$ cat src/rtl/rv_decode_pkg.sv
// rv_decode_pkg
//   Shared decode vocabulary: the opclass enumeration delivered to the
//   back end, RV32 major opcodes, SYSTEM funct3 codes, the funct12 codes that
//   identify the privileged SYSTEM instructions, and the immediate format tag
//   used internally by the decoder.
package rv_decode_pkg;

  typedef enum logic [3:0] {
    OC_LUI     = 4'd0,
    OC_AUIPC   = 4'd1,
    OC_JAL     = 4'd2,
    OC_JALR    = 4'd3,
    OC_BRANCH  = 4'd4,
    OC_LOAD    = 4'd5,
    OC_STORE   = 4'd6,
    OC_OPIMM   = 4'd7,
    OC_OP      = 4'd8,
    OC_FENCE   = 4'd9,
    OC_CSR     = 4'd10,
    OC_ECALL   = 4'd11,
    OC_EBREAK  = 4'd12,
    OC_MRET    = 4'd13,
    OC_WFI     = 4'd14,
    OC_ILLEGAL = 4'd15
  } opclass_e;

  localparam logic [6:0] OPC_LUI    = 7'b0110111;
  localparam logic [6:0] OPC_AUIPC  = 7'b0010111;
  localparam logic [6:0] OPC_JAL    = 7'b1101111;
  localparam logic [6:0] OPC_JALR   = 7'b1100111;
  localparam logic [6:0] OPC_BRANCH = 7'b1100011;
  localparam logic [6:0] OPC_LOAD   = 7'b0000011;
  localparam logic [6:0] OPC_STORE  = 7'b0100011;
  localparam logic [6:0] OPC_OPIMM  = 7'b0010011;
  localparam logic [6:0] OPC_OP     = 7'b0110011;
  localparam logic [6:0] OPC_FENCE  = 7'b0001111;
  localparam logic [6:0] OPC_SYSTEM = 7'b1110011;

  // SYSTEM funct3: 0 selects the privileged group, 4 is reserved.
  localparam logic [2:0] F3_PRIV   = 3'b000;
  localparam logic [2:0] F3_CSRRW  = 3'b001;
  localparam logic [2:0] F3_CSRRS  = 3'b010;
  localparam logic [2:0] F3_CSRRC  = 3'b011;
  localparam logic [2:0] F3_CSRRWI = 3'b101;
  localparam logic [2:0] F3_CSRRSI = 3'b110;
  localparam logic [2:0] F3_CSRRCI = 3'b111;

  localparam logic [11:0] F12_ECALL  = 12'h000;
  localparam logic [11:0] F12_EBREAK = 12'h001;
  localparam logic [11:0] F12_MRET   = 12'h302;
  localparam logic [11:0] F12_WFI    = 12'h105;

  // FMT_Z is the zero-extended 5-bit CSR uimm carried in the rs1 field.
  typedef enum logic [2:0] {
    FMT_NONE, FMT_I, FMT_S, FMT_B, FMT_U, FMT_J, FMT_Z
  } imm_fmt_e;

endpackage

$ cat src/rtl/decode_comb.sv
// decode_comb
//   Purely combinational RV32 instruction decoder with immediate generation.
//   Ports:
//     instr_i      32-bit instruction word
//     opclass_o    instruction class (rv_decode_pkg::opclass_e encoding)
//     rd_o/rs1_o/rs2_o  register indices, 0 when the format does not use them
//     imm_o        sign-extended immediate (CSR uimm is zero-extended)
//     funct3_o, funct7_b5_o, csr_addr_o  auxiliary fields
//     illegal_o    1 when the word is not a legal instruction; every other
//                  field is then forced to 0
module decode_comb
  import rv_decode_pkg::*;
#(
  parameter int XLEN         = 32,
  parameter int NREG         = 32,
  parameter int ENABLE_ZICSR = 1,
  localparam int RW          = $clog2(NREG)
) (
  input  logic [31:0]     instr_i,
  output logic [3:0]      opclass_o,
  output logic [RW-1:0]   rd_o,
  output logic [RW-1:0]   rs1_o,
  output logic [RW-1:0]   rs2_o,
  output logic [XLEN-1:0] imm_o,
  output logic [2:0]      funct3_o,
  output logic            funct7_b5_o,
  output logic [11:0]     csr_addr_o,
  output logic            illegal_o
);

  logic [6:0]  opcode;
  logic [2:0]  f3;
  logic [6:0]  f7;
  logic [11:0] f12;
  assign opcode = instr_i[6:0];
  assign f3     = instr_i[14:12];
  assign f7     = instr_i[31:25];
  assign f12    = instr_i[31:20];

  opclass_e  cls;
  imm_fmt_e  fmt;
  logic      ok, use_rd, use_rs1, use_rs2, has_f3, has_f7b5, is_csr;
  logic      reg_bad, legal;
  logic [31:0] imm32;

  always_comb begin
    cls      = OC_ILLEGAL;
    fmt      = FMT_NONE;
    ok       = 1'b0;
    use_rd   = 1'b0;
    use_rs1  = 1'b0;
    use_rs2  = 1'b0;
    has_f3   = 1'b0;
    has_f7b5 = 1'b0;
    is_csr   = 1'b0;
    unique case (opcode)
      OPC_LUI:    begin cls = OC_LUI;   ok = 1'b1; use_rd = 1'b1; fmt = FMT_U; end
      OPC_AUIPC:  begin cls = OC_AUIPC; ok = 1'b1; use_rd = 1'b1; fmt = FMT_U; end
      OPC_JAL:    begin cls = OC_JAL;   ok = 1'b1; use_rd = 1'b1; fmt = FMT_J; end
      OPC_JALR: begin
        cls = OC_JALR; ok = (f3 == 3'b000);
        use_rd = 1'b1; use_rs1 = 1'b1; fmt = FMT_I;
      end
      OPC_BRANCH: begin
        cls = OC_BRANCH; ok = (f3 != 3'b010) && (f3 != 3'b011);
        use_rs1 = 1'b1; use_rs2 = 1'b1; has_f3 = 1'b1; fmt = FMT_B;
      end
      OPC_LOAD: begin
        cls = OC_LOAD; ok = (f3 != 3'b011) && (f3 != 3'b110) && (f3 != 3'b111);
        use_rd = 1'b1; use_rs1 = 1'b1; has_f3 = 1'b1; fmt = FMT_I;
      end
      OPC_STORE: begin
        cls = OC_STORE; ok = (f3 <= 3'b010);
        use_rs1 = 1'b1; use_rs2 = 1'b1; has_f3 = 1'b1; fmt = FMT_S;
      end
      OPC_OPIMM: begin
        cls = OC_OPIMM;
        // Shift-immediates reuse the funct7 slot; only SRAI may set bit 30.
        if (f3 == 3'b001)      ok = (f7 == 7'h00);
        else if (f3 == 3'b101) ok = (f7 == 7'h00) || (f7 == 7'h20);
        else                   ok = 1'b1;
        has_f7b5 = (f3 == 3'b001) || (f3 == 3'b101);
        use_rd = 1'b1; use_rs1 = 1'b1; has_f3 = 1'b1; fmt = FMT_I;
      end
      OPC_OP: begin
        cls = OC_OP;
        ok  = (f7 == 7'h00) || ((f7 == 7'h20) && ((f3 == 3'b000) || (f3 == 3'b101)));
        use_rd = 1'b1; use_rs1 = 1'b1; use_rs2 = 1'b1;
        has_f3 = 1'b1; has_f7b5 = 1'b1;
      end
      OPC_FENCE: begin
        cls = OC_FENCE; ok = (f3 == 3'b000);
        use_rd = 1'b1; use_rs1 = 1'b1; has_f3 = 1'b1; fmt = FMT_I;
      end
      OPC_SYSTEM: begin
        if (f3 == F3_PRIV) begin
          // Privileged group: rd and rs1 must both be zero.
          ok = (instr_i[19:15] == 5'd0) && (instr_i[11:7] == 5'd0);
          unique case (f12)
            F12_ECALL:  cls = OC_ECALL;
            F12_EBREAK: cls = OC_EBREAK;
            F12_MRET:   cls = OC_MRET;
            F12_WFI:    cls = OC_WFI;
            default:    ok  = 1'b0;
          endcase
        end else begin
          cls = OC_CSR; is_csr = 1'b1; use_rd = 1'b1; has_f3 = 1'b1;
          ok  = (ENABLE_ZICSR != 0) && (f3 != 3'b100);
          unique case (f3)
            F3_CSRRW, F3_CSRRS, F3_CSRRC:    use_rs1 = 1'b1;
            F3_CSRRWI, F3_CSRRSI, F3_CSRRCI: fmt = FMT_Z;
            default:                         fmt = FMT_NONE;
          endcase
        end
      end
      default: ok = 1'b0;
    endcase
  end

  // RV32E: bit 4 of any register index actually used must be clear.
  assign reg_bad = (NREG < 32) &&
                   ((use_rd  && instr_i[11]) ||
                    (use_rs1 && instr_i[19]) ||
                    (use_rs2 && instr_i[24]));
  assign legal   = ok && !reg_bad;

  always_comb begin
    unique case (fmt)
      FMT_I:   imm32 = {{20{instr_i[31]}}, instr_i[31:20]};
      FMT_S:   imm32 = {{20{instr_i[31]}}, instr_i[31:25], instr_i[11:7]};
      FMT_B:   imm32 = {{19{instr_i[31]}}, instr_i[31], instr_i[7],
                        instr_i[30:25], instr_i[11:8], 1'b0};
      FMT_U:   imm32 = {instr_i[31:12], 12'd0};
      FMT_J:   imm32 = {{11{instr_i[31]}}, instr_i[31], instr_i[19:12],
                        instr_i[20], instr_i[30:21], 1'b0};
      FMT_Z:   imm32 = {27'd0, instr_i[19:15]};
      default: imm32 = 32'd0;
    endcase
  end

  assign illegal_o   = !legal;
  assign opclass_o   = legal ? cls : OC_ILLEGAL;
  assign rd_o        = (legal && use_rd)   ? instr_i[7 +: RW]  : '0;
  assign rs1_o       = (legal && use_rs1)  ? instr_i[15 +: RW] : '0;
  assign rs2_o       = (legal && use_rs2)  ? instr_i[20 +: RW] : '0;
  // Size cast of a signed value sign-extends to XLEN (uimm has bit 31 clear).
  assign imm_o       = legal ? XLEN'($signed(imm32)) : '0;
  assign funct3_o    = (legal && has_f3)   ? f3          : 3'd0;
  assign funct7_b5_o = legal && has_f7b5 && instr_i[30];
  assign csr_addr_o  = (legal && is_csr)   ? f12         : 12'd0;

endmodule

$ cat src/rtl/decode_unit.sv
// decode_unit
//   Registered RV32 decode stage: decode_comb feeding a 2-entry in-order
//   skid buffer, plus a free-running delivered-instruction counter.
//   Ports:
//     i_clk, i_rst_n          clock, synchronous active-low reset
//     i_valid/o_ready         upstream handshake (i_instr, i_pc)
//     i_flush                 drop held entries and the current input
//     o_valid/i_ready         downstream handshake carrying the decoded fields
//     o_pc .. o_illegal       decoded fields of the head entry
//     o_dec_count             number of deliveries, wraps at 2^32
module decode_unit
  import rv_decode_pkg::*;
#(
  parameter int XLEN         = 32,
  parameter int NREG         = 32,
  parameter int ENABLE_ZICSR = 1,
  localparam int RW          = $clog2(NREG)
) (
  input  logic            i_clk,
  input  logic            i_rst_n,
  input  logic            i_valid,
  output logic            o_ready,
  input  logic [31:0]     i_instr,
  input  logic [XLEN-1:0] i_pc,
  input  logic            i_flush,
  output logic            o_valid,
  input  logic            i_ready,
  output logic [XLEN-1:0] o_pc,
  output logic [3:0]      o_opclass,
  output logic [RW-1:0]   o_rd,
  output logic [RW-1:0]   o_rs1,
  output logic [RW-1:0]   o_rs2,
  output logic [XLEN-1:0] o_imm,
  output logic [2:0]      o_funct3,
  output logic            o_funct7_b5,
  output logic [11:0]     o_csr_addr,
  output logic            o_illegal,
  output logic [31:0]     o_dec_count
);

  // One buffer entry holds every output field, packed in port order.
  localparam int EW = 2*XLEN + 4 + 3*RW + 3 + 1 + 12 + 1;

  logic [3:0]      dc_opclass;
  logic [RW-1:0]   dc_rd, dc_rs1, dc_rs2;
  logic [XLEN-1:0] dc_imm;
  logic [2:0]      dc_funct3;
  logic            dc_funct7_b5, dc_illegal;
  logic [11:0]     dc_csr_addr;

  decode_comb #(
    .XLEN         (XLEN),
    .NREG         (NREG),
    .ENABLE_ZICSR (ENABLE_ZICSR)
  ) u_decode_comb (
    .instr_i     (i_instr),
    .opclass_o   (dc_opclass),
    .rd_o        (dc_rd),
    .rs1_o       (dc_rs1),
    .rs2_o       (dc_rs2),
    .imm_o       (dc_imm),
    .funct3_o    (dc_funct3),
    .funct7_b5_o (dc_funct7_b5),
    .csr_addr_o  (dc_csr_addr),
    .illegal_o   (dc_illegal)
  );

  logic [EW-1:0] in_word;
  assign in_word = {i_pc, dc_opclass, dc_rd, dc_rs1, dc_rs2, dc_imm,
                    dc_funct3, dc_funct7_b5, dc_csr_addr, dc_illegal};

  // head_q drives the outputs directly; tail_q is the skid slot.
  logic [EW-1:0] head_q, head_d, tail_q, tail_d;
  logic [1:0]    count_q, count_d;
  logic [31:0]   dec_count_q, dec_count_d;
  logic          accept, deliver;

  assign o_valid = (count_q != 2'd0);
  assign o_ready = (count_q != 2'd2);
  assign accept  = i_valid && o_ready;
  assign deliver = o_valid && i_ready;

  always_comb begin
    head_d      = head_q;
    tail_d      = tail_q;
    count_d     = count_q;
    dec_count_d = dec_count_q;
    if (i_flush) begin
      count_d = 2'd0;
    end else begin
      unique case ({accept, deliver})
        2'b10: begin
          if (count_q == 2'd0) head_d = in_word;
          else                 tail_d = in_word;
          count_d = count_q + 2'd1;
        end
        2'b01: begin
          head_d  = tail_q;
          count_d = count_q - 2'd1;
        end
        // Accepting implies count < 2 and delivering implies count > 0, so
        // the head is the only entry and is replaced in place.
        2'b11:   head_d = in_word;
        default: ;
      endcase
      if (deliver) dec_count_d = dec_count_q + 32'd1;
    end
  end

  always_ff @(posedge i_clk) begin
    if (!i_rst_n) begin
      head_q      <= '0;
      tail_q      <= '0;
      count_q     <= 2'd0;
      dec_count_q <= 32'd0;
    end else begin
      head_q      <= head_d;
      tail_q      <= tail_d;
      count_q     <= count_d;
      dec_count_q <= dec_count_d;
    end
  end

  assign {o_pc, o_opclass, o_rd, o_rs1, o_rs2, o_imm,
          o_funct3, o_funct7_b5, o_csr_addr, o_illegal} = head_q;
  assign o_dec_count = dec_count_q;

endmodule

$ cat config.mk
export PLATFORM = sky130hd
export DESIGN_NAME = decode_unit
export DESIGN_NICKNAME = d
export VERILOG_FILES = /design/src/rtl/rv_decode_pkg.sv /design/src/rtl/decode_comb.sv /design/src/rtl/decode_unit.sv
export SDC_FILE = /design/constraint.sdc
export NUM_CORES = 1
export LEC_CHECK = 0
export ABC_CLOCK_PERIOD_IN_PS = 3500
export CORE_MARGIN = 5
export CORE_UTILIZATION = 60
export DETAILED_ROUTE_END_ITERATION = 12
export DONT_BUFFER_PORTS = 1
export GPL_TIMING_DRIVEN = 0
export HOLD_SLACK_MARGIN = 0.08
export PLACE_DENSITY_LB_ADDON = 0.3
export SETUP_SLACK_MARGIN = 0.02
export SLEW_MARGIN = 20
export SYNTH_ARGS = -nofsm -noshare
export SYNTH_HDL_FRONTEND = slang
export SYNTH_SLANG_ARGS = --single-unit
export TNS_END_PERCENT = 10
$ cat constraint.sdc
create_clock -name i_clk -period 3.5 [get_ports i_clk]
set_input_delay 0.35 -clock i_clk [delete_from_list [all_inputs] [get_ports i_clk]]
set_output_delay 0.35 -clock i_clk [all_outputs]
set_load 0.01 [all_outputs]
==> reports/qor.yml, run 1 <==
clock-sinks: 234
slew_violations: 0
fmax_mhz: 304
cts_tree: "done"
grt_max_degree: 14
clockRootBuffer: "clkbuf_16"
finalCritPeriodShare_pct: 93.9
clkSlewWorstSetupHoldPaths_ps: 60
synth_cell_types: 67
nets: 1426
rsz0062_at_grt: "no"
grt_pass1_vias: 9821
async_flop_share_pct: 0
mostFrequentLayoutCells: "234 x dfxtp_1, 163 x a21oi_1, 137 x nand2_1, 103 x nor2_1, 97 x clkbuf_1"
place.gp.congestion: 0.969
cts_buffer_depth: 3
htree_levels: 1
final_common_cell: "dfxtp_1"
port_buffers: 0
via_count: 10400
grtUsageMet2_pct: 54.0
crit_type: "flop to flop"
p_sw_uw: 1560
maxCapViolCount: 0
syn_inst: 1279
synth-edff-count: 0
cts_buffers: 24
std_cell_rows: 48
synthFlopType: "dfxtp_1"
grt_first_pass_wirelength_mm: 54.6
pin_count: 203
cp-endpoint: "head_q[72]$_SDFFE_PN0P_"
dp_slack_ps: 466
met1_usage_pct: 42.8
syn_avg_cell_area_um2: 8.20
p_leak_uw: 0.00408
ir_drop_uv: 440
grt_usage_pct: 33.5
grt_overflow: 0
clock_latency_ps: 530
fillerInstances: 1369
worstSetupStartpointType: "flop"
sw_frac_of_total_pct: 25.8
setup_slack_ps: 213
syn-num-nets: 1352
required_ps: 3920
rr_startpoint: "count_q[0]$_SDFFE_PP0P_"
finClkSkew_ps: 7.15
clock_power_share_pct: 43.2
die_area_um2: 20200
final-setup-viol-count: 0
wirelength_mm: 35.3
hpwl_mm: 24.3
worstSetupEndpointType: "flop"
synth-seq-cells: 234
critPathLaunch: "count_q[0]$_SDFFE_PP0P_"
period_minus_slack_ps: 3290
p_seq_share_pct: 47.4
slew_headroom_pct: 38.7
cp.arrival_ps: 3710
drc_errors: 0
r2r_cells: 10
combPwrFrac_pct: 9.4
die_y_um: 142
hold_path_class: "input port to flop"
drt_iter0_drc: 1169
r2r_slack_ps: 210
power_density_nw_per_um2: 504
yosys_warnings: 0
met3_usage_pct: 9.11
post_drt_wl_per_cell_um: 22.1
r2r_end: "head_q[72]$_SDFFE_PN0P_"
grt_antenna_before_repair: 0
start_util_pct: 60.8
core_area_um2: 17200
antennaDiodeCount: 0
seq_area_frac_synth_pct: 44.7
fin_tns_setup_ps: 0
postCtsSetupRepairBufs: 0
grt.busiest_layer: "met2"
layout-drive-gt1-share_pct: 5.18
syn2layout_area_growth_pct: 15.0
tightest_slew_ps: 912
critPathMaxFanout: 10
intPower_uw: 4510
status: "finished clean"
chipWidth_um: 142
first_pass_iters: 8
routed_via_density: 6.49
synth_area_um2: 10500
ant_nets: 0
final_hold_viol_count: 0
registers in the layout, indices dropped and copies added (netlist names):
register,count
head_q,100
tail_q,100
o_dec_count,32
count_q,2
cells by family (layout without fill, tap and decap cells):
| family | after synthesis | count (layout) | share of synthesized area [%] |
|---|---|---|---|
| AO/OA/AOI/OAI | 407 | 407 | 23.8 |
| XOR/XNOR | 25 | 25 | 2.09 |
| adder cells (fa/ha/maj) | 4 | 4 | 0.477 |
| buffers and inverters | 125 | 216 | 5.00 |
| flip-flops | 234 | 234 | 44.7 |
| multiplexers | 32 | 32 | 3.06 |
| AND/OR/NAND/NOR | 452 | 452 | 20.9 |
power groups by stage:
stage	Clock, uW	Sequential, uW	Combinational, uW
final	2630	2880	570
after global routing	2740	2890	617
after CTS	2620	2880	550
after detailed placement	0	2940	488
after global placement	0	2930	482
after floorplan	0	2910	348
metal layers:
metal,wire [um],share of wire (%),up-vias
met3,4010,11,114
li1,-,-,4723
met2,16100,45,622
met4,1560,4.4,0
met5,0,0,-
met1,13700,39,4900
worst min path at each step:
stage	from	to	depth (start not counted)	slack, ps
CTS	i_pc[6]	head_q[74]$_SDFFE_PN0P_	2	80
finish	i_pc[16]	head_q[84]$_SDFFE_PN0P_	2	90
detailed placement	tail_q[61]$_SDFFE_PN0P_	tail_q[61]$_SDFFE_PN0P_	2	440
floorplan	tail_q[59]$_SDFFE_PN0P_	tail_q[59]$_SDFFE_PN0P_	2	430
global placement	tail_q[61]$_SDFFE_PN0P_	tail_q[61]$_SDFFE_PN0P_	2	430
global route	i_pc[28]	head_q[96]$_SDFFE_PN0P_	3	110
cell usage after synthesis, types with 2 or more instances:
| cell type | n | area, um^2 |
|---|---|---|
| xnor2_1 | 14 | 123 |
| a31oi_1 | 5 | 31.3 |
| buf_2 | 10 | 50.1 |
| o2bb2ai_1 | 5 | 43.8 |
| buf_6 | 4 | 45.0 |
| buf_4 | 3 | 22.5 |
| o22ai_1 | 10 | 62.6 |
| xor2_1 | 11 | 96.3 |
| or3_1 | 34 | 213 |
| nor2_1 | 103 | 387 |
| o21ai_1 | 6 | 30.0 |
| a211oi_1 | 29 | 218 |
| and2_1 | 9 | 56.3 |
| nor3b_1 | 2 | 15.0 |
| dfxtp_1 | 234 | 4680 |
| buf_1 | 4 | 15.0 |
| a22oi_1 | 13 | 97.6 |
| nand2_1 | 137 | 514 |
| a21oi_1 | 163 | 816 |
| nand2b_1 | 18 | 113 |
| o2111ai_1 | 7 | 61.3 |
| a222oi_1 | 4 | 40.0 |
| nor2b_1 | 5 | 31.3 |
| o21ai_0 | 87 | 435 |
| a21o_1 | 9 | 67.6 |
| and3_1 | 11 | 68.8 |
| mux2i_1 | 32 | 320 |
| a32oi_1 | 6 | 52.6 |
| and4_1 | 4 | 35.0 |
| nand4_1 | 26 | 163 |
| o211a_1 | 4 | 40.0 |
| inv_1 | 10 | 37.5 |
| a21boi_0 | 33 | 248 |
| or2_2 | 3 | 18.8 |
| ha_1 | 4 | 50.1 |
| nand3_1 | 69 | 345 |
| nor3_1 | 14 | 70.1 |
| o31ai_1 | 4 | 30.0 |
| nor4_1 | 6 | 37.5 |
| a221oi_1 | 9 | 78.8 |
| clkbuf_1 | 92 | 345 |
worst max-delay path, stage by stage, from the launching register on:
cell	delay [ps]
dfxtp_1	420
nand2b_1	260
nand2_1	150
ha_1	210
nor2_1	120
and2_1	140
clkbuf_1	440
clkbuf_1	490
clkbuf_1	540
nor2_1	130
a211oi_1	290
stage by stage:
step / power (uW) / cell area, um^2 / cells / util (%) / hold WS [ps]
after floorplan: 3260 / 10500 / 1279 / - / 427
final: 6070 / 12100 / 1595 / 69.9 / 89.0
after CTS: 6050 / 12100 / 1595 / 69.9 / 83.0
after global routing: 6240 / 12100 / 1595 / 69.9 / 108
after global placement: 3420 / 10800 / 1504 / 62.4 / 435
after detailed placement: 3420 / 10800 / 1504 / 62.4 / 441
timing repair:
action / in CTS / in global routing
hold buffers: 48 / 0
gates resized for setup: 0 / 0
endpoints found under the hold margin: 96 / 0
cell type report:
cell class | count | area (um^2) | area share, %
clock inverter | 7 | 96.3 | 0.799
timing repair buffer | 48 | 480 | 3.99
sequential | 234 | 4680 | 38.9
buffer | 114 | 483 | 4.01
inverter | 11 | 41.3 | 0.342
clock buffer | 36 | 716 | 5.94
tap | 225 | 282 | 2.33
multi-input combinational | 920 | 5270 | 43.7
Note: power is estimated with default switching activity, not from simulation.
==> inputs of run 2 (changes only) <==
--- a/config.mk
+++ b/config.mk
@@ -17,5 +17,6 @@
 export SLEW_MARGIN = 20
 export SYNTH_ARGS = -nofsm -noshare
 export SYNTH_HDL_FRONTEND = slang
+export SYNTH_HIERARCHICAL = 1
 export SYNTH_SLANG_ARGS = --single-unit
 export TNS_END_PERCENT = 10
==> reports/qor.yml, run 2 <==
status: "finished clean"  # unchanged
fin_tns_setup_ps: 0  # unchanged
required_ps: 3920  # about the same
syn2layout_area_growth_pct: 12.6  # was 15.0%
final_hold_viol_count: 0  # unchanged
grt_overflow: 0  # unchanged
crit_type: "flop to flop"  # unchanged
routed_via_density: 6.11  # was 6.49
mostFrequentLayoutCells: "352 x nand2_1, 234 x dfxtp_1, 104 x a21boi_0, 101 x o211a_1, 100 x mux2i_1"  # was 234 x dfxtp_1, 163 x a21oi_1, 137 x nand2_1, 103 x nor2_1, 97 x clkbuf_1
synth_top_area_share_pct: 40.4  # was 44.7%
clkSlewWorstSetupHoldPaths_ps: 60  # about the same
yosys_warnings: 6  # was 0
cts_buffers: 25  # was 24
sw_frac_of_total_pct: 24.8  # was 25.8%
port_buffers: 0  # unchanged
drt_iter0_drc: 762  # was 1169
worstSetupEndpointType: "flop"  # unchanged
cts_repair_resize_count: 0  # unchanged
fillerInstances: 1476  # was 1369
clockRootBuffer: "clkbuf_16"  # unchanged
synth_cell_types: 58  # was 67
wirelength_mm: 34.4  # was 35.3 mm
antennaDiodeCount: 0  # unchanged
slew_violations: 0  # unchanged
synthFlopType: "dfxtp_1"  # unchanged
synth-edff-count: 0  # unchanged
yosys-top-cells-area: "dfxtp_1 40%, nand2_1 11%, o211a_1 8.7%"  # was dfxtp_1 45%, a21oi_1 7.8%, nand2_1 4.9%
syn_inst: 1343  # was 1279
combPwrFrac_pct: 8.7  # was 9.4%
cts_tree: "done"  # unchanged
intPower_uw: 4550  # was 4510 uW
place.gp.congestion: 1.02  # was 0.969
syn-num-nets: 1416  # was 1352
tightest_slew_ps: 912  # about the same
whs_ps: 93.5  # was 89.0 ps
yosysMostFrequentCell: "nand2_1"  # was dfxtp_1
grt_usage_pct: 30.0  # was 33.5%
grt_max_degree: 14  # unchanged
slew_headroom_pct: 37.6  # was 38.7%
hold_path_class: "input port to flop"  # unchanged
maxCapViolCount: 0  # unchanged
seq_area_frac_synth_pct: 40.4  # was 44.7%
fmax_mhz: 335  # was 304 MHz
grt_first_pass_wirelength_mm: 54.4  # was 54.6 mm
finClkSkew_ps: 19.2  # was 7.15 ps
async_flop_share_pct: 0  # unchanged
hpwl_mm: 23.8  # was 24.3 mm
syn_avg_cell_area_um2: 8.62  # was 8.20 um^2
finalCritPeriodShare_pct: 85.2  # was 93.9%
chipWidth_um: 149  # was 142 um
clock-sinks: 234  # unchanged
pin_count: 203  # unchanged
via_count: 10300  # was 10400
nets: 1475  # was 1426
clock_power_share_pct: 43.3  # was 43.2%
synth_area_leader_cell: "dfxtp_1"  # unchanged
postCtsSetupRepairBufs: 0  # unchanged
final-setup-viol-count: 0  # unchanged
cp.arrival_ps: 3400  # was 3710 ps
die_y_um: 149  # was 142 um
core_area_um2: 18800  # was 17200 um^2
rsz0062_at_grt: "no"  # unchanged
synth_common_cells: "352 x nand2_1, 234 x dfxtp_1, 104 x a21boi_0, 101 x o211a_1, 100 x mux2i_1"  # was 234 x dfxtp_1, 163 x a21oi_1, 137 x nand2_1, 103 x nor2_1, 92 x clkbuf_1
critPathMaxFanout: 10  # unchanged
drc_errors: 0  # unchanged
ir_drop_uv: 495  # was 440 uV
grt_pass1_vias: 10000  # was 9821
first_pass_iters: 7  # was 8
power_density_nw_per_um2: 464  # was 504 nW/um^2
post_drt_wl_per_cell_um: 20.5  # was 22.1 um
start_util_pct: 61.5  # was 60.8%
ant_nets: 0  # unchanged
grt_antenna_before_repair: 0  # unchanged
p_leak_uw: 0.00530  # was 0.00408 uW
htree_levels: 1  # unchanged
synth-seq-cells: 234  # unchanged
layout-drive-gt1-share_pct: 7.11  # was 5.18%
p_seq_share_pct: 47.9  # was 47.4%
worstSetupStartpointType: "flop"  # unchanged
fin_util_pct: 69.3  # was 69.9%
period_minus_slack_ps: 2980  # was 3290 ps
die_area_um2: 22200  # was 20200 um^2
p_sw_uw: 1500  # was 1560 uW
synth_area_um2: 11600  # was 10500 um^2
std_cell_rows: 50  # was 48
cts_buffer_depth: 3  # unchanged
final_common_cell: "nand2_1"  # was dfxtp_1
clock_latency_ps: 530  # about the same
## run 2: power groups by stage
stage | Combinational, uW | Sequential [uW] | Clock, uW
3_3_place_gp | 473 | 2950 | 0
5_1_grt | 578 | 2910 | 2760
2_1_floorplan | 369 | 2920 | 0
4_1_cts | 515 | 2900 | 2630
6_report | 528 | 2900 | 2620
3_5_place_dp | 480 | 2950 | 0
## run 2: layer usage
layer / part of all wire, % / wire, um / vias to the layer above / GRT usage, %
li1: - / - / 4848 / -
met1: 41 / 14000 / 4910 / 38.3
met2: 48 / 16500 / 428 / 51.1
met3: 8.1 / 2790 / 81 / 6.35
met4: 3.2 / 1090 / 0 / 9.02
met5: 0 / 0 / - / 0
## run 2: logic make-up (layout without fill, tap and decap cells)
kind of cell	count (synthesis)	count (layout)	share of synthesized area, %
AO/OA/AOI/OAI	343	343	24.1
XOR/XNOR	31	31	2.34
adder cells (fa/ha/maj)	4	4	0.432
buffers and inverters	135	212	4.88
flip-flops	234	234	40.4
multiplexers	100	100	8.64
AND/OR/NAND/NOR	496	496	19.1
## run 2: cell type report
| class | count | area (um^2) | share of cell area (%) |
|---|---|---|---|
| inverters | 24 | 90.1 | 0.690 |
| well taps | 260 | 325 | 2.49 |
| flip-flops and latches | 234 | 4680 | 35.9 |
| clock inverters | 8 | 96.3 | 0.738 |
| multi-input cells | 974 | 6330 | 48.6 |
| repair buffers | 32 | 320 | 2.45 |
| clock buffers | 37 | 721 | 5.52 |
| plain buffers | 111 | 475 | 3.64 |
## run 2: path summary, 6_finish.rpt
kind	slack (ps)	end	depth (start not counted)	startpoint
hold reg to reg	460	tail_q[22]$_SDFFE_PN0P_	2	tail_q[22]$_SDFFE_PN0P_
setup / recovery	520	head_q[99]$_SDFFE_PN0P_	8	count_q[0]$_SDFFE_PP0P_
setup reg to reg	520	head_q[99]$_SDFFE_PN0P_	8	count_q[0]$_SDFFE_PP0P_
hold / removal	90	head_q[83]$_SDFFE_PN0P_	3	i_pc[15]
## run 2: stage by stage
| step | instance area (um^2) | power, uW | cells | worst slack (ps) |
|---|---|---|---|---|
| final | 13000 | 6050 | 1680 | 519 |
| after global routing | 13000 | 6250 | 1680 | 436 |
| after CTS | 13000 | 6040 | 1680 | 600 |
| after detailed placement | 11900 | 3430 | 1603 | 222 |
| after global placement | 11900 | 3420 | 1603 | 291 |
| after floorplan | 11600 | 3290 | 1343 | 930 |
## run 2: repair_timing
item                                    in CTS  in global routing
hold endpoints to repair                    34                  0
hold buffers                                32                  0
endpoints found under the setup margin       0                  0
## run 2: critical path: stages (launching register included)
cell and delay (ps):
dfxtp_1 370, nand2b_1 230, nand2_1 150, ha_1 270, buf_2 340, clkbuf_1 730, mux2i_1 520, nand2_1 120
o211a_1 150
==> inputs of run 3 (changes only) <==
--- a/config.mk
+++ b/config.mk
@@ -5,6 +5,7 @@
 export SDC_FILE = /design/constraint.sdc
 export NUM_CORES = 1
 export LEC_CHECK = 0
+export ABC_AREA = 1
 export ABC_CLOCK_PERIOD_IN_PS = 3500
 export CORE_MARGIN = 5
 export CORE_UTILIZATION = 60
@@ -13,6 +14,7 @@
 export GPL_TIMING_DRIVEN = 0
 export HOLD_SLACK_MARGIN = 0.08
 export PLACE_DENSITY_LB_ADDON = 0.3
+export REMOVE_ABC_BUFFERS = 1
 export SETUP_SLACK_MARGIN = 0.02
 export SLEW_MARGIN = 20
 export SYNTH_ARGS = -nofsm -noshare
==> reports/qor.yml, run 3 <==
nets: 1663  # was 1475
grt_max_degree: 219  # was 14
slew_headroom_pct: 40.5  # was 37.6%
crit_type: "input port to flop"  # was flop to flop
dp_slack_ps: 29.9  # was 222 ps
synthFlopType: "dfxtp_1"  # unchanged
fin_area_um2: 12200  # was 13000 um^2
period_minus_slack_ps: 2970  # was 2980 ps
power_density_nw_per_um2: 502  # was 464 nW/um^2
grt_first_pass_wirelength_mm: 46.7  # was 54.4 mm
yosys-top-cells-area: "dfxtp_1 43%, nand2_1 12%, o21ai_0 10%"  # was dfxtp_1 40%, nand2_1 11%, o211a_1 8.7%
critPathLaunch: "i_instr[1]"  # was count_q[0]$_SDFFE_PP0P_
clockRootBuffer: "clkbuf_16"  # unchanged
synth-adder-area-share_pct: 0.455  # was 0.432%
clock_latency_ps: 510  # was 530 ps
synth_top_area_share_pct: 42.6  # was 40.4%
yosysMostFrequentCell: "nand2_1"  # unchanged
cp.arrival_ps: 3350  # was 3400 ps
synth_area_um2: 11000  # was 11600 um^2
mostFrequentLayoutCells: "362 x nand2_1, 234 x dfxtp_1, 225 x inv_1, 220 x o21ai_0, 130 x nor2_1"  # was 352 x nand2_1, 234 x dfxtp_1, 104 x a21boi_0, 101 x o211a_1, 100 x mux2i_1
final_hold_viol_count: 0  # unchanged
postCtsSetupRepairBufs: 0  # unchanged
layout-drive-gt1-share_pct: 4.73  # was 7.11%
core_area_um2: 18000  # was 18800 um^2
p_seq_share_pct: 47.9  # about the same
synth_cell_types: 34  # was 58
cts_repair_resize_count: 0  # unchanged
r2r_end: "head_q[87]$_SDFFE_PN0P_"  # was head_q[99]$_SDFFE_PN0P_
routed_via_density: 5.60  # was 6.11
synth-seq-cells: 234  # unchanged
p_sw_uw: 1490  # was 1500 uW
sw_frac_of_total_pct: 24.2  # was 24.8%
die_y_um: 145  # was 149 um
maxCapViolCount: 0  # unchanged
place.gp.congestion: 0.925  # was 1.02
async_flop_share_pct: 0  # unchanged
synth_area_leader_cell: "dfxtp_1"  # unchanged
seq_area_um2: 4680  # unchanged
fillerInstances: 1546  # was 1476
slew_violations: 0  # unchanged
worstSetupStartpointType: "input port"  # was flop
drc_errors: 0  # unchanged
finClkSkew_ps: 7.04  # was 19.2 ps
required_ps: 3880  # was 3920 ps
grt_usage_pct: 25.5  # was 30.0%
hp-start: "i_instr[30]"  # was i_pc[15]
seq_area_frac_synth_pct: 42.6  # was 40.4%
critPathMaxFanout: 43  # was 10
port_buffers: 0  # unchanged
final-setup-viol-count: 0  # unchanged
start_util_pct: 61.0  # was 61.5%
min_delay_path_depth: 4  # was 3
p_leak_uw: 0.00479  # was 0.00530 uW
std_cell_rows: 49  # was 50
syn_inst: 1622  # was 1343
synth_top_family_by_area: "compound AO/OA/AOI/OAI gates"  # unchanged
synth-xor-area-share_pct: 0.478  # was 2.34%
grt_overflow: 0  # unchanged
chipWidth_um: 145  # was 149 um
r2r_slack_ps: 780  # was 520 ps
rr_startpoint: "count_q[0]$_SDFFE_PP0P_"  # unchanged
intPower_uw: 4660  # was 4550 uW
worstSetupEndpointType: "flop"  # unchanged
clock-sinks: 234  # unchanged
cts_tree: "done"  # unchanged
htree_levels: 1  # unchanged
cts_buffer_depth: 3  # unchanged
cts.hold.buffers_added: 34  # was 32
hpwl_mm: 18.1  # was 23.8 mm
via_count: 10300  # about the same
pin_count: 203  # unchanged
status: "finished clean"  # unchanged
ir_drop_uv: 446  # was 495 uV
tightest_slew_ps: 892  # was 912 ps
synth-edff-count: 0  # unchanged
r2r_cells: 12  # was 8
rsz0062_at_grt: "no"  # unchanged
hold_path_class: "input port to flop"  # unchanged
synth_common_cells: "362 x nand2_1, 234 x dfxtp_1, 225 x inv_1, 220 x o21ai_0, 130 x nor2_1"  # was 352 x nand2_1, 234 x dfxtp_1, 104 x a21boi_0, 101 x o211a_1, 100 x mux2i_1
yosys_warnings: 6  # unchanged
placed_area_um2: 11000  # was 11900 um^2
grt_pass1_vias: 9504  # was 10000
synth_simple_gate_area_share_pct: 21.8  # was 19.1%
min_delay_worst_endpoint: "head_q[13]$_SDFFE_PN0P_"  # was head_q[83]$_SDFFE_PN0P_
final_common_cell: "nand2_1"  # unchanged
ant_nets: 0  # unchanged
setup_slack_ps: 529  # was 519 ps
fin_cells: 1836  # was 1680
multiInputGateArea_um2: 5030  # was 6330 um^2
die_area_um2: 21100  # was 22200 um^2
post_drt_wl_per_cell_um: 15.7  # was 20.5 um
placed_cells: 1757  # was 1603
wirelength_mm: 28.8  # was 34.4 mm
grt_antenna_before_repair: 1  # was 0
cts_buffers: 26  # was 25
fmax_mhz: 337  # was 335 MHz
clkSlewWorstSetupHoldPaths_ps: 60  # about the same
finalCritPeriodShare_pct: 84.9  # was 85.2%
combPwrFrac_pct: 7.5  # was 8.7%
syn_avg_cell_area_um2: 6.78  # was 8.62 um^2
syn2layout_area_growth_pct: 11.4  # was 12.6%
synth-compound-area-share_pct: 22.7  # was 24.1%
drt_iter0_drc: 753  # was 762
first_pass_iters: 7  # unchanged
synth_mux_area_share_pct: 0  # was 8.64%
clock_power_share_pct: 44.7  # was 43.3%
whs_ps: 102  # was 93.5 ps
-- run 3: cell types whose count changed after synthesis, moves of 100 or more --
cell | previous run | this run
o21ai_0 | 27 | 220
inv_1 | 22 | 225
o211a_1 | 101 | 0
a31oi_1 | 2 | 102
mux2i_1 | 100 | 0
a21boi_0 | 104 | 0
nor2_1 | 20 | 130
-- run 3: layer usage --
layer,routed length [um],track usage (%)
met5,0,0
met4,924,8.86
met3,2570,7.97
met2,13600,42.6
met1,11700,31.0
-- run 3: power by group through the flow --
stage | logic, uW | registers (uW) | clock network [uW]
6_report | 460 | 2950 | 2750
5_1_grt | 523 | 2960 | 2900
4_1_cts | 458 | 2950 | 2790
3_5_place_dp | 389 | 3000 | 0
3_3_place_gp | 363 | 3000 | 0
2_1_floorplan | 294 | 2970 | 0
-- run 3: cells by family (layout without fill, tap and decap cells) --
kind of cell,after synthesis,count (layout)
buf+inv,332,316
simple gates,581,581
fa+ha+maj,4,4
flops,234,234
xor+xnor,6,6
other cells,0,1
compound gates,465,465
-- run 3: critical path, stage by stage --
cell     delay (ps)
nand2_2          70
nor3_2           60
nand2_1         450
nand2_1         110
inv_1           310
nand3_2         780
nand2_1         830
nor2_1          130
o21ai_0         180
a21oi_1          70
-- run 3: stage by stage --
| stage | total power, uW | util [%] | TNS (ps) |
|---|---|---|---|
| after global routing | 6380 | 68.0 | 0 |
| after detailed placement | 3390 | 61.2 | 0 |
| final | 6150 | 68.0 | 0 |
| after global placement | 3360 | 60.2 | -703840 |
| after CTS | 6200 | 67.9 | 0 |
| after floorplan | 3260 | - | -203390 |
-- run 3: final cells by class --
cell class	count	area share, %
Multi-Input combinational cell	1056	41.0
Sequential cell	234	38.2
Inverter	232	7.21
Clock buffer	35	6.09
Timing Repair Buffer	40	4.09
Tap cell	229	2.34
Clock inverter	9	0.981
Antenna cell	1	0.0204
-- run 3: how the worst max path moves through the flow --
stage	endpoint	depth (start not counted)
finish	tail_q[3]$_SDFFE_PN0P_	10
global route	tail_q[8]$_SDFFE_PN0P_	10
CTS	tail_q[3]$_SDFFE_PN0P_	10
detailed placement	tail_q[3]$_SDFFE_PN0P_	10
global placement	head_q[14]$_SDFFE_PN0P_	8
floorplan	tail_q[0]$_SDFFE_PN0P_	8
